==> src/rtl/servile_arb_pkg.sv <==
// rtl/servile_arb_pkg.sv - shared FSM encodings and width helper for the servile N-master arbiter
package servile_arb_pkg;

  localparam logic [0:0] ST_IDLE = 1'b0;
  localparam logic [0:0] ST_BUSY = 1'b1;

  function automatic int clog2(input int v);
    int r;
    r = 0;
    while ((1 << r) < v) r = r + 1;
    return r;
  endfunction

endpackage

==> src/rtl/servile_rr_picker.sv <==
// rtl/servile_rr_picker.sv - combinational one-hot winner select, round-robin from last+1 or fixed lowest index
module servile_rr_picker #(
  parameter int NM = 2,
  parameter int RR = 1,
  parameter int LW = 1
) (
  input  logic [NM-1:0] i_req,
  input  logic [LW-1:0] i_last,
  output logic [NM-1:0] o_gnt,
  output logic [LW-1:0] o_idx
);

  logic [LW-1:0] w_cand;
  logic          w_found;

  always_comb begin
    o_gnt   = '0;
    o_idx   = '0;
    w_cand  = i_last;
    w_found = 1'b0;
    if (RR != 0) begin
      // Walk the ring starting just after the last served master.
      for (int k = 0; k < NM; k++) begin
        if (w_cand == LW'(NM - 1)) w_cand = '0;
        else                       w_cand = w_cand + 1'b1;
        if (!w_found && i_req[w_cand]) begin
          w_found = 1'b1;
          o_idx   = w_cand;
        end
      end
    end else begin
      for (int i = NM - 1; i >= 0; i--) begin
        if (i_req[i]) o_idx = LW'(i);
      end
      w_found = |i_req;
    end
    if (w_found) o_gnt[o_idx] = 1'b1;
  end

endmodule

==> src/rtl/servile_rr_arbiter.sv <==
// rtl/servile_rr_arbiter.sv - N-master Wishbone classic arbiter; timeout enabled by SERVILE_ARB_TIMEOUT_EN
module servile_rr_arbiter
  import servile_arb_pkg::*;
#(
  parameter int NM  = 2,
  parameter int AW  = 32,
  parameter int DW  = 32,
  parameter int RR  = 1,
  parameter int TMO = 255
) (
  input  logic               i_clk,
  input  logic               i_rst,
  input  logic [NM*AW-1:0]   i_wb_cpu_adr,
  input  logic [NM*DW-1:0]   i_wb_cpu_dat,
  input  logic [NM*DW/8-1:0] i_wb_cpu_sel,
  input  logic [NM-1:0]      i_wb_cpu_we,
  input  logic [NM-1:0]      i_wb_cpu_stb,
  output logic [DW-1:0]      o_wb_cpu_rdt,
  output logic [NM-1:0]      o_wb_cpu_ack,
  output logic [NM-1:0]      o_wb_cpu_err,
  output logic [AW-1:0]      o_wb_mem_adr,
  output logic [DW-1:0]      o_wb_mem_dat,
  output logic [DW/8-1:0]    o_wb_mem_sel,
  output logic               o_wb_mem_we,
  output logic               o_wb_mem_stb,
  input  logic [DW-1:0]      i_wb_mem_rdt,
  input  logic               i_wb_mem_ack
);

  localparam int LW = (NM > 1) ? clog2(NM) : 1;
  localparam int SW = DW / 8;

  logic [0:0]    r_state;
  logic [NM-1:0] r_grant;
  logic [LW-1:0] r_gidx;
  logic [LW-1:0] r_last;

  logic [NM-1:0] w_pick;
  logic [LW-1:0] w_pick_idx;
  logic          w_busy;
  logic          w_gstb;
  logic          w_ack;
  logic          w_expire;

  servile_rr_picker #(
    .NM (NM),
    .RR (RR),
    .LW (LW)
  ) u_picker (
    .i_req  (i_wb_cpu_stb),
    .i_last (r_last),
    .o_gnt  (w_pick),
    .o_idx  (w_pick_idx)
  );

  assign w_busy = (r_state == ST_BUSY);
  assign w_gstb = w_busy & i_wb_cpu_stb[r_gidx];
  // A slave ack only counts while the granted master is actually strobing.
  assign w_ack  = w_gstb & i_wb_mem_ack;

`ifdef SERVILE_ARB_TIMEOUT_EN
  localparam int TW = clog2(TMO + 1);
  logic [TW-1:0] r_tmo;

  assign w_expire = w_gstb & ~i_wb_mem_ack & (r_tmo == TW'(TMO - 1));

  always_ff @(posedge i_clk) begin
    if (i_rst || !w_busy) r_tmo <= '0;
    else if (!i_wb_mem_ack) r_tmo <= r_tmo + 1'b1;
  end

  assign o_wb_cpu_err = {NM{w_expire}} & r_grant;
`else
  assign w_expire     = 1'b0;
  assign o_wb_cpu_err = '0;
`endif

  assign o_wb_mem_adr = i_wb_cpu_adr[r_gidx*AW +: AW];
  assign o_wb_mem_dat = i_wb_cpu_dat[r_gidx*DW +: DW];
  assign o_wb_mem_sel = i_wb_cpu_sel[r_gidx*SW +: SW];
  assign o_wb_mem_we  = w_busy & i_wb_cpu_we[r_gidx];
  assign o_wb_mem_stb = w_gstb & ~w_expire;
  assign o_wb_cpu_ack = {NM{w_ack}} & r_grant;
  assign o_wb_cpu_rdt = w_expire ? '0 : i_wb_mem_rdt;

  always_ff @(posedge i_clk) begin
    if (i_rst) begin
      r_state <= ST_IDLE;
      r_grant <= '0;
      r_gidx  <= '0;
      r_last  <= LW'(NM - 1);
    end else begin
      case (r_state)
        ST_IDLE: begin
          if (|i_wb_cpu_stb) begin
            r_state <= ST_BUSY;
            r_grant <= w_pick;
            r_gidx  <= w_pick_idx;
          end
        end
        default: begin
          if (w_ack || w_expire) begin
            r_last  <= r_gidx;
            r_state <= ST_IDLE;
          end else if (!w_gstb) begin
            // Abort: the master withdrew, so its turn does not count.
            r_state <= ST_IDLE;
          end
        end
      endcase
    end
  end

endmodule

==> config.mk <==
export PLATFORM = sky130hd
export DESIGN_NAME = servile_rr_arbiter
export DESIGN_NICKNAME = d
export VERILOG_FILES = /design/src/rtl/servile_arb_pkg.sv /design/src/rtl/servile_rr_picker.sv /design/src/rtl/servile_rr_arbiter.sv
export SDC_FILE = /design/constraint.sdc
export NUM_CORES = 1
export LEC_CHECK = 0
export CORE_AREA = 2 2 110 112
export CTS_BUF_LIST = sky130_fd_sc_hd__clkbuf_16
export DETAILED_ROUTE_END_ITERATION = 6
export DIE_AREA = 0 0 112 114
export PLACE_DENSITY = 0.56
export SYNTH_ARGS = -nofsm -noshare
export SYNTH_HDL_FRONTEND = slang
export SYNTH_SLANG_ARGS = --single-unit
==> constraint.sdc <==
create_clock -name i_clk -period 0.9 [get_ports i_clk]
set_input_delay 0.09 -clock i_clk [delete_from_list [all_inputs] [get_ports i_clk]]
set_output_delay 0.09 -clock i_clk [all_outputs]
set_load 0.03 [all_outputs]
== After elaboration in Yosys (flattened, before gate mapping) ==
Index checks and enable logic that the tools add are counted.

* Add/sub/neg operators: 2
* Order comparisons: 5
* Shifts and indexed selects: 3
* Multiplexer cells: 21
* Bitwise gates (word level): 5
* Reduce and logical (&&, ||, !) cells: 6

{| class="wikitable"
|+ Operators with widths
! operator !! number
|-
| indexed part select 64 x 7 -> 32 bit || 2
|-
| two-way mux 1 bit || 19
|-
| less-than comparator 1 x 2 -> 1 bit, second input constant || 4
|-
| indexed part select 8 x 4 -> 4 bit || 1
|-
| AND reduction 2 bit || 2
|-
| AND 1 bit || 3
|-
| adder 1 bit, second input constant || 2
|-
| AND 2 bit || 1
|-
| logical AND 1 bit || 2
|-
| two-way mux 2 bit || 1
|-
| OR reduction 2 bit || 1
|-
| demux 1 bit (select 1 bit) || 1
|-
| >= comparator 1 bit, second input constant || 1
|-
| logical NOT 1 bit || 1
|-
| inverter 1 bit || 1
|}

* Register bits after elaboration: 5
* Output and inout bits: 106
* Word-level logic and storage cells: 46

== Logic depth before layout (Yosys ltp) ==
Gate-level depths: netlist of the first run.

* Word-level depth: 13
* Gate-level depth with buffers: 4
* Gate-level depth less buffers: 3

== Hierarchy ==
A second synthesis of the first run with hierarchy kept.

* Cell total of the unflattened synthesis: 143
* Area total of the unflattened synthesis: 1431.4 um2

{| class="wikitable"
|+ Modules (own cells, without submodules)
! module !! times used !! cells an instance !! area each (um2) !! sequential area each (um2)
|-
| servile_rr_arbiter || 1 || 139 || 1405.1 || 100.1
|-
| servile_rr_picker || 1 || 4 || 26.3 || 0.0
|}

== Worst setup path before layout of the first run ==
OpenSTA, ideal clock, no wires.

* Path type: flip-flop to output port
* Start: register r_gidx
* End: output port o_wb_mem_we
* Data arrival time: 1.081 ns
* Path slack: -0.271 ns
* Cell stages (with the launch flop): 5
* Buffers on the path: 2
* Cells stage by stage: dfxtp_1 -> buf_6 -> buf_6 -> mux2i_1 -> nor2_1

* Cells in the longest elaborated chain, start to end: 3

{| class="wikitable"
|+ RTL lines
! what !! RTL line !! text
|-
| from (decl) || servile_rr_arbiter.sv:35 || <nowiki>logic [LW-1:0] r_gidx;</nowiki>
|-
| from (signal assigned) || servile_rr_arbiter.sv:98 || <nowiki>r_gidx <= w_pick_idx;</nowiki>
|-
| two-way mux 1 bit (implied by the code) (2 in series) || servile_rr_arbiter.sv:81 || <nowiki>assign o_wb_mem_we = w_busy & i_wb_cpu_we[r_gidx];</nowiki>
|-
| AND 1 bit || servile_rr_arbiter.sv:81 ||
|-
| to (decl) || servile_rr_arbiter.sv:24 || <nowiki>output logic o_wb_mem_we,</nowiki>
|}

Every way passes these cells. The select of a mux whose other input is x is not followed.

== Worst setup path after layout of the first run ==
* Start: register r_gidx
* End: output port o_wb_mem_adr[20]

* Cells in the longest elaborated chain, start to end: 1

{| class="wikitable"
|+ RTL lines
! what !! RTL line !! text
|-
| indexed part select 64 x 7 -> 32 bit || servile_rr_arbiter.sv:78 || <nowiki>assign o_wb_mem_adr = i_wb_cpu_adr[r_gidx*AW +: AW];</nowiki>
|-
| to (decl) || servile_rr_arbiter.sv:21 || <nowiki>output logic [AW-1:0] o_wb_mem_adr,</nowiki>
|}

Every way passes these cells.

==> results.cfg, run 1 <==
[run_status]
outcome = complete, but fails checks
violations = negative setup slack

[final_layout]
final_area_um2 = 4100
drive_above_1_share_pct = 53.14
multi_input_area_um2 = 1224
nFillCells = 1181
layout.nets = 526
regArea_um2 = 105.1
utilization_pct = 35.01
num_antenna_cells = 0
syn_to_final_growth_pct = 200.4

[setup_path]
worstSetupPathType = reg -> out
crit_fanout = 7
worstPathRequired_ns = 0.81
worst_setup_path_start_kind = flip-flop
cp-end-kind = output pin
crit_arrival_ns = 1.43

[yosys]
syn_inst = 144
ys_top_cells_by_count = mux2_2 (68), buf_4 (34), buf_6 (7)
syn_avg_cell_area_um2 = 9.480
yosysSeqAreaShare_pct = 7.333
synthArstFlopShare_pct = 0
yosys.area.top_type = mux2_2
synth_most_common_cell = mux2_2
yosys_warnings = 0
synth-edff-count = 0
ys_top_cells_by_area = mux2_2 (56%), buf_4 (19%), dfxtp_1 (7.3%)
synthesis.area_um2 = 1365
yosys_register_bits = 5
ys.flop_type = dfxtp_1
yosysUniqueCellTypes = 20
synth_top_area_share_pct = 56.10

[floorplan]
design.core.area_um2 = 11710
initial_utilization_pct = 11.66
ios = 281
die_width_um = 112
rows = 40
die_h_um = 114
dieArea_um2 = 12770

[global_route]
grt_max_degree = 27
grt.total_usage_pct = 9.169
overflow = 0
grt_pass1_wl_mm = 9.342
grt_pass1_vias = 1654
grt_antenna_before_repair = 0

[routing]
antenna_left = 0
vias = 1868
viasPerCell = 3.759
drc_errors = 0
post_drt_wl_per_cell_um = 14.55
drtPass1Iterations = 4
wirelength_mm = 7.231
drt_iter0_drc = 59

[placement]
routabilityCongestion = 0.8001
io_buffer_count = 214
place_ws_ns = -0.7259
dp_hpwl_mm = 5.349
dpl_cell_area_um2 = 3686

[timing]
rsz0062_at_grt = yes
clock_skew_ns = 0.002059
setup_viol = 75
tns_ns = -40.39
fin_crit_ns = 1.517
fin_crit_sh_pct = 168.6
max_freq_mhz = 659.2
hold_viol = 0
drv_slew = 0
fin_ws_ns = -0.6170
whs_ns = 0.1800

[power]
powerDensity_nw_per_um2 = 916.1
peakVddDrop_v = 0.0007137
leakagePower_nw = 1.798

[clock_network]
clock_sinks = 5
htreeDepth = 1
ctsRootBufferMaster = clkbuf_16
clockBufferDepth = 2
cts_buffers = 3
path_clk_slew_ns = 0.03
clk_latency_ns = 0.23
cts_tree = done
cts_hold_buf = 0

[worst_hold_path]
hold_path_class = in -> out

[job]
max_cap_viol_count = 0
-- metal layers --
| metal | track usage, % | part of all wire (%) |
|---|---|---|
| met5 | 0 | 0 |
| met4 | 0.6504 | 0.37 |
| met3 | 3.454 | 9.0 |
| met2 | 16.61 | 53 |
| met1 | 10.83 | 38 |
-- cells in the final DEF (no fill, tap or decap), types with 3 or more instances in the layout --
cell,instances
buf_2,18
nand2_1,4
buf_12,4
dfxtp_1,3
clkdlybuf4s50_1,140
buf_4,17
mux2_4,63
nor2_2,3
mux2_2,5
buf_6,54
clkbuf_16,9
-- kinds of logic after synthesis --
| logic type | synth area share [%] |
|---|---|
| muxes | 57.56 |
| buffers and inverters | 25.11 |
| other | 0.2747 |
| DFF | 7.333 |
| and+or+nand+nor | 5.315 |
| AOI/OAI and AO/OA | 4.401 |
-- flip-flops by register name, summed over array words and instances, names as in the netlist --
signal and count:
r_grant 2, r_gidx 1, r_last 1, r_state 1
-- cell type report --
cell class | instances | area share (%)
Timing Repair Buffer | 243 | 61.09
Multi-Input combinational cell | 97 | 29.84
Tap cell | 147 | 4.486
Sequential cell | 5 | 2.563
Clock buffer | 3 | 1.831
Clock inverter | 1 | 0.09155
Inverter | 1 | 0.09155
-- worst paths after layout --
| path | start | endpoint | slack [ns] | cells after the start |
|---|---|---|---|---|
| max reg2reg | r_gidx | r_state | -0.34 | 6 |
| min reg2reg | r_grant[1] | r_grant[1] | 0.48 | 2 |
| min | i_wb_mem_rdt[27] | o_wb_cpu_rdt[27] | 0.18 | 0 |
| max | r_gidx | o_wb_mem_adr[20] | -0.62 | 5 |
-- metrics by stage --
step                      power (mW)  instances
after floorplan                1.833        145
after global placement         2.763        474
after detailed placement       2.773        474
after CTS                      3.471        478
after global routing           3.915        497
final                          3.756        497
-- power by group --
group / switching [mW] / internal (mW) / leakage (nW) / total (mW)
Sequential: 0.0278 / 0.244 / 0.0423 / 0.272
Combinational: 1.13 / 1.63 / 1.71 / 2.76
Clock: 0.145 / 0.575 / 0.0423 / 0.720
Total: 1.30 / 2.45 / 1.80 / 3.76
-- critical path, stage by stage (launching register included) --
cell	delay (ns)
dfxtp_4	0.36
buf_12	0.14
buf_12	0.13
buf_8	0.13
mux2_4	0.30
buf_6	0.14
-- repair_timing --
item	CTS	global route
pin swaps	1	2
resized for setup	198	271
setup endpoints to repair	77	76
cloned	0	7
setup buffers	0	12
Power figures use the tool's default switching activity.
==> inputs of run 2 (changes only) <==
CELL_PAD_IN_SITES_DETAIL_PLACEMENT = 1   (was default)
CELL_PAD_IN_SITES_GLOBAL_PLACEMENT = 1   (was default)
CORE_AREA = default   (was 2 2 110 112)
CORE_UTILIZATION = 10   (was default)
DIE_AREA = default   (was 0 0 112 114)
PLACE_DENSITY = 0.8   (was 0.56)
==> results.cfg, run 2 (synthesized netlist as in run 1, its figures left out) <==
[setup_path]
crit_family = flip-flops
ff2ff_setup_slack_ns = -0.31
worstPathRequired_ns = 0.81
crit_buf_inv = 3
r2r-end = r_state
worstSetupPathType = reg -> out
crit_fanout = 5
crit_path_frequent_cell = buf_12
cp_slowest_cell = dfxtp_4
worstPathCellList = buf_12, buf_8, mux2i_4, nor2_2, and2_4, buf_12
reg2reg_depth = 6
reg2reg_from = r_gidx
worst_setup_path_start_kind = flip-flop
crit_arrival_ns = 1.50
max_stage_delay_ns = 0.37
cp-end-kind = output pin

[floorplan]
design.core.area_um2 = 13300
die_h_um = 118.8
die_width_um = 118.8
ios = 281
rows = 42
initial_utilization_pct = 10.27
dieArea_um2 = 14120

[global_route]
grtUsageMet3_pct = 3.927
use_met1_pct = 9.816
grt_pass1_wl_mm = 11.13
grt_antenna_before_repair = 0
grt_pass1_vias = 2035
busiest_layer = met2
grt_use_met2_pct = 20.18
grt_max_degree = 29
overflow = 0
grt.total_usage_pct = 10.20

[timing]
fin_ws_ns = -0.6947
rsz0062_at_grt = yes
hold_viol = 0
tns_ns = -44.63
drv_slew = 0
setup_viol = 75
fin_crit_ns = 1.595
fin_crit_sh_pct = 177.2
clock_skew_ns = 0.0009295
max_freq_mhz = 627.1

[placement]
dp_cells = 503
dp_hpwl_mm = 6.602
io_buffer_count = 214
routabilityCongestion = 0.8556

[worst_hold_path]
hp-start = i_wb_mem_rdt[10]
hold_path_class = in -> out
hold_depth = 0
min_to = o_wb_cpu_rdt[10]

[clock_network]
clock_sinks = 5
htreeDepth = 1
clockBufferDepth = 2
ctsRootBufferMaster = clkbuf_16
clk_latency_ns = 0.23
cts_tree = done
path_clk_slew_ns = 0.03
cts_buffers = 3
cts_hold_buf = 0

[job]
max_cap_viol_count = 0

[final_layout]
utilization_pct = 31.23
top_register = r_grant
layout_commonest_cell = clkdlybuf4s50_1
drive_above_1_share_pct = 52.19
layout.nets = 519
mostFrequentLayoutCells = clkdlybuf4s50_1 (140), mux2_4 (62), clkdlybuf4s15_2 (44), buf_6 (34)
nFillCells = 1457
num_antenna_cells = 0
syn_to_final_growth_pct = 204.1
largest_register_ffs = 2
final_cells = 519

[routing]
wirelength_mm = 7.881
drc_errors = 0
post_drt_wl_per_cell_um = 15.18
vias = 1845
drtPass1Iterations = 4
antenna_left = 0
drt_iter0_drc = 24
viasPerCell = 3.555

[power]
leakagePower_nw = 1.728
powerDensity_nw_per_um2 = 882.4
peakVddDrop_v = 0.0006037

[run_status]
violations = negative setup slack
outcome = complete, but fails checks
[run 2: through the flow]
step | cell area, um2 | setup slack, ns | power, mW | hold WS [ns]
3_5_place_dp | 3730 | -0.7675 | 2.792 | 0.1802
4_1_cts | 4118 | -0.7483 | 3.669 | 0.1802
5_1_grt | 4151 | -0.7264 | 3.812 | 0.1800
3_3_place_gp | 3730 | -0.7463 | 2.752 | 0.1802
2_1_floorplan | 1613 | -0.1663 | 1.833 | 0.1517
6_report | 4151 | -0.6947 | 3.663 | 0.1800
[run 2: layer usage]
metal  vias to the layer above  part of all wire [%]
li1                        870                     -
met1                       865                    34
met2                       100                    56
met3                        10                   8.7
met4                         0                   1.2
met5                         -                     0
[run 2: how the worst max path moves through the flow]
stage	startpoint	endpoint	slack (ns)	depth (start not counted)
after detailed placement	r_gidx	o_wb_mem_adr[20]	-0.77	3
after global routing	r_gidx	o_wb_cpu_ack[1]	-0.73	6
final	r_gidx	o_wb_cpu_ack[0]	-0.69	6
after global placement	r_gidx	o_wb_mem_dat[22]	-0.75	3
after CTS	r_gidx	o_wb_mem_dat[26]	-0.75	3
after floorplan	r_gidx	o_wb_mem_we	-0.17	4
[run 2: what timing repair did]
item / CTS / global route
buffers inserted: 10 / 3
cloned: 1 / 0
endpoints found under the setup margin: 77 / 76
gates resized for setup: 270 / 19
pin swaps: 8 / 2
endpoints found under the hold margin: 0 / 0
[run 2: cell type report]
| class | instances | area [um2] | area share, % |
|---|---|---|---|
| Inverter | 1 | 3.754 | 0.09042 |
| Timing Repair Buffer | 236 | 2524 | 60.79 |
| Clock inverter | 1 | 3.754 | 0.09042 |
| Tap cell | 176 | 220.2 | 5.304 |
| Clock buffer | 3 | 75.07 | 1.808 |
| Sequential cell | 5 | 107.6 | 2.592 |
| Multi-Input combinational cell | 97 | 1217 | 29.32 |
[run 2: where the power goes]
group | switching (mW) | internal [mW] | total, mW
logic | 1.11 | 1.57 | 2.68
clock network | 0.139 | 0.575 | 0.713
registers | 0.0253 | 0.243 | 0.268
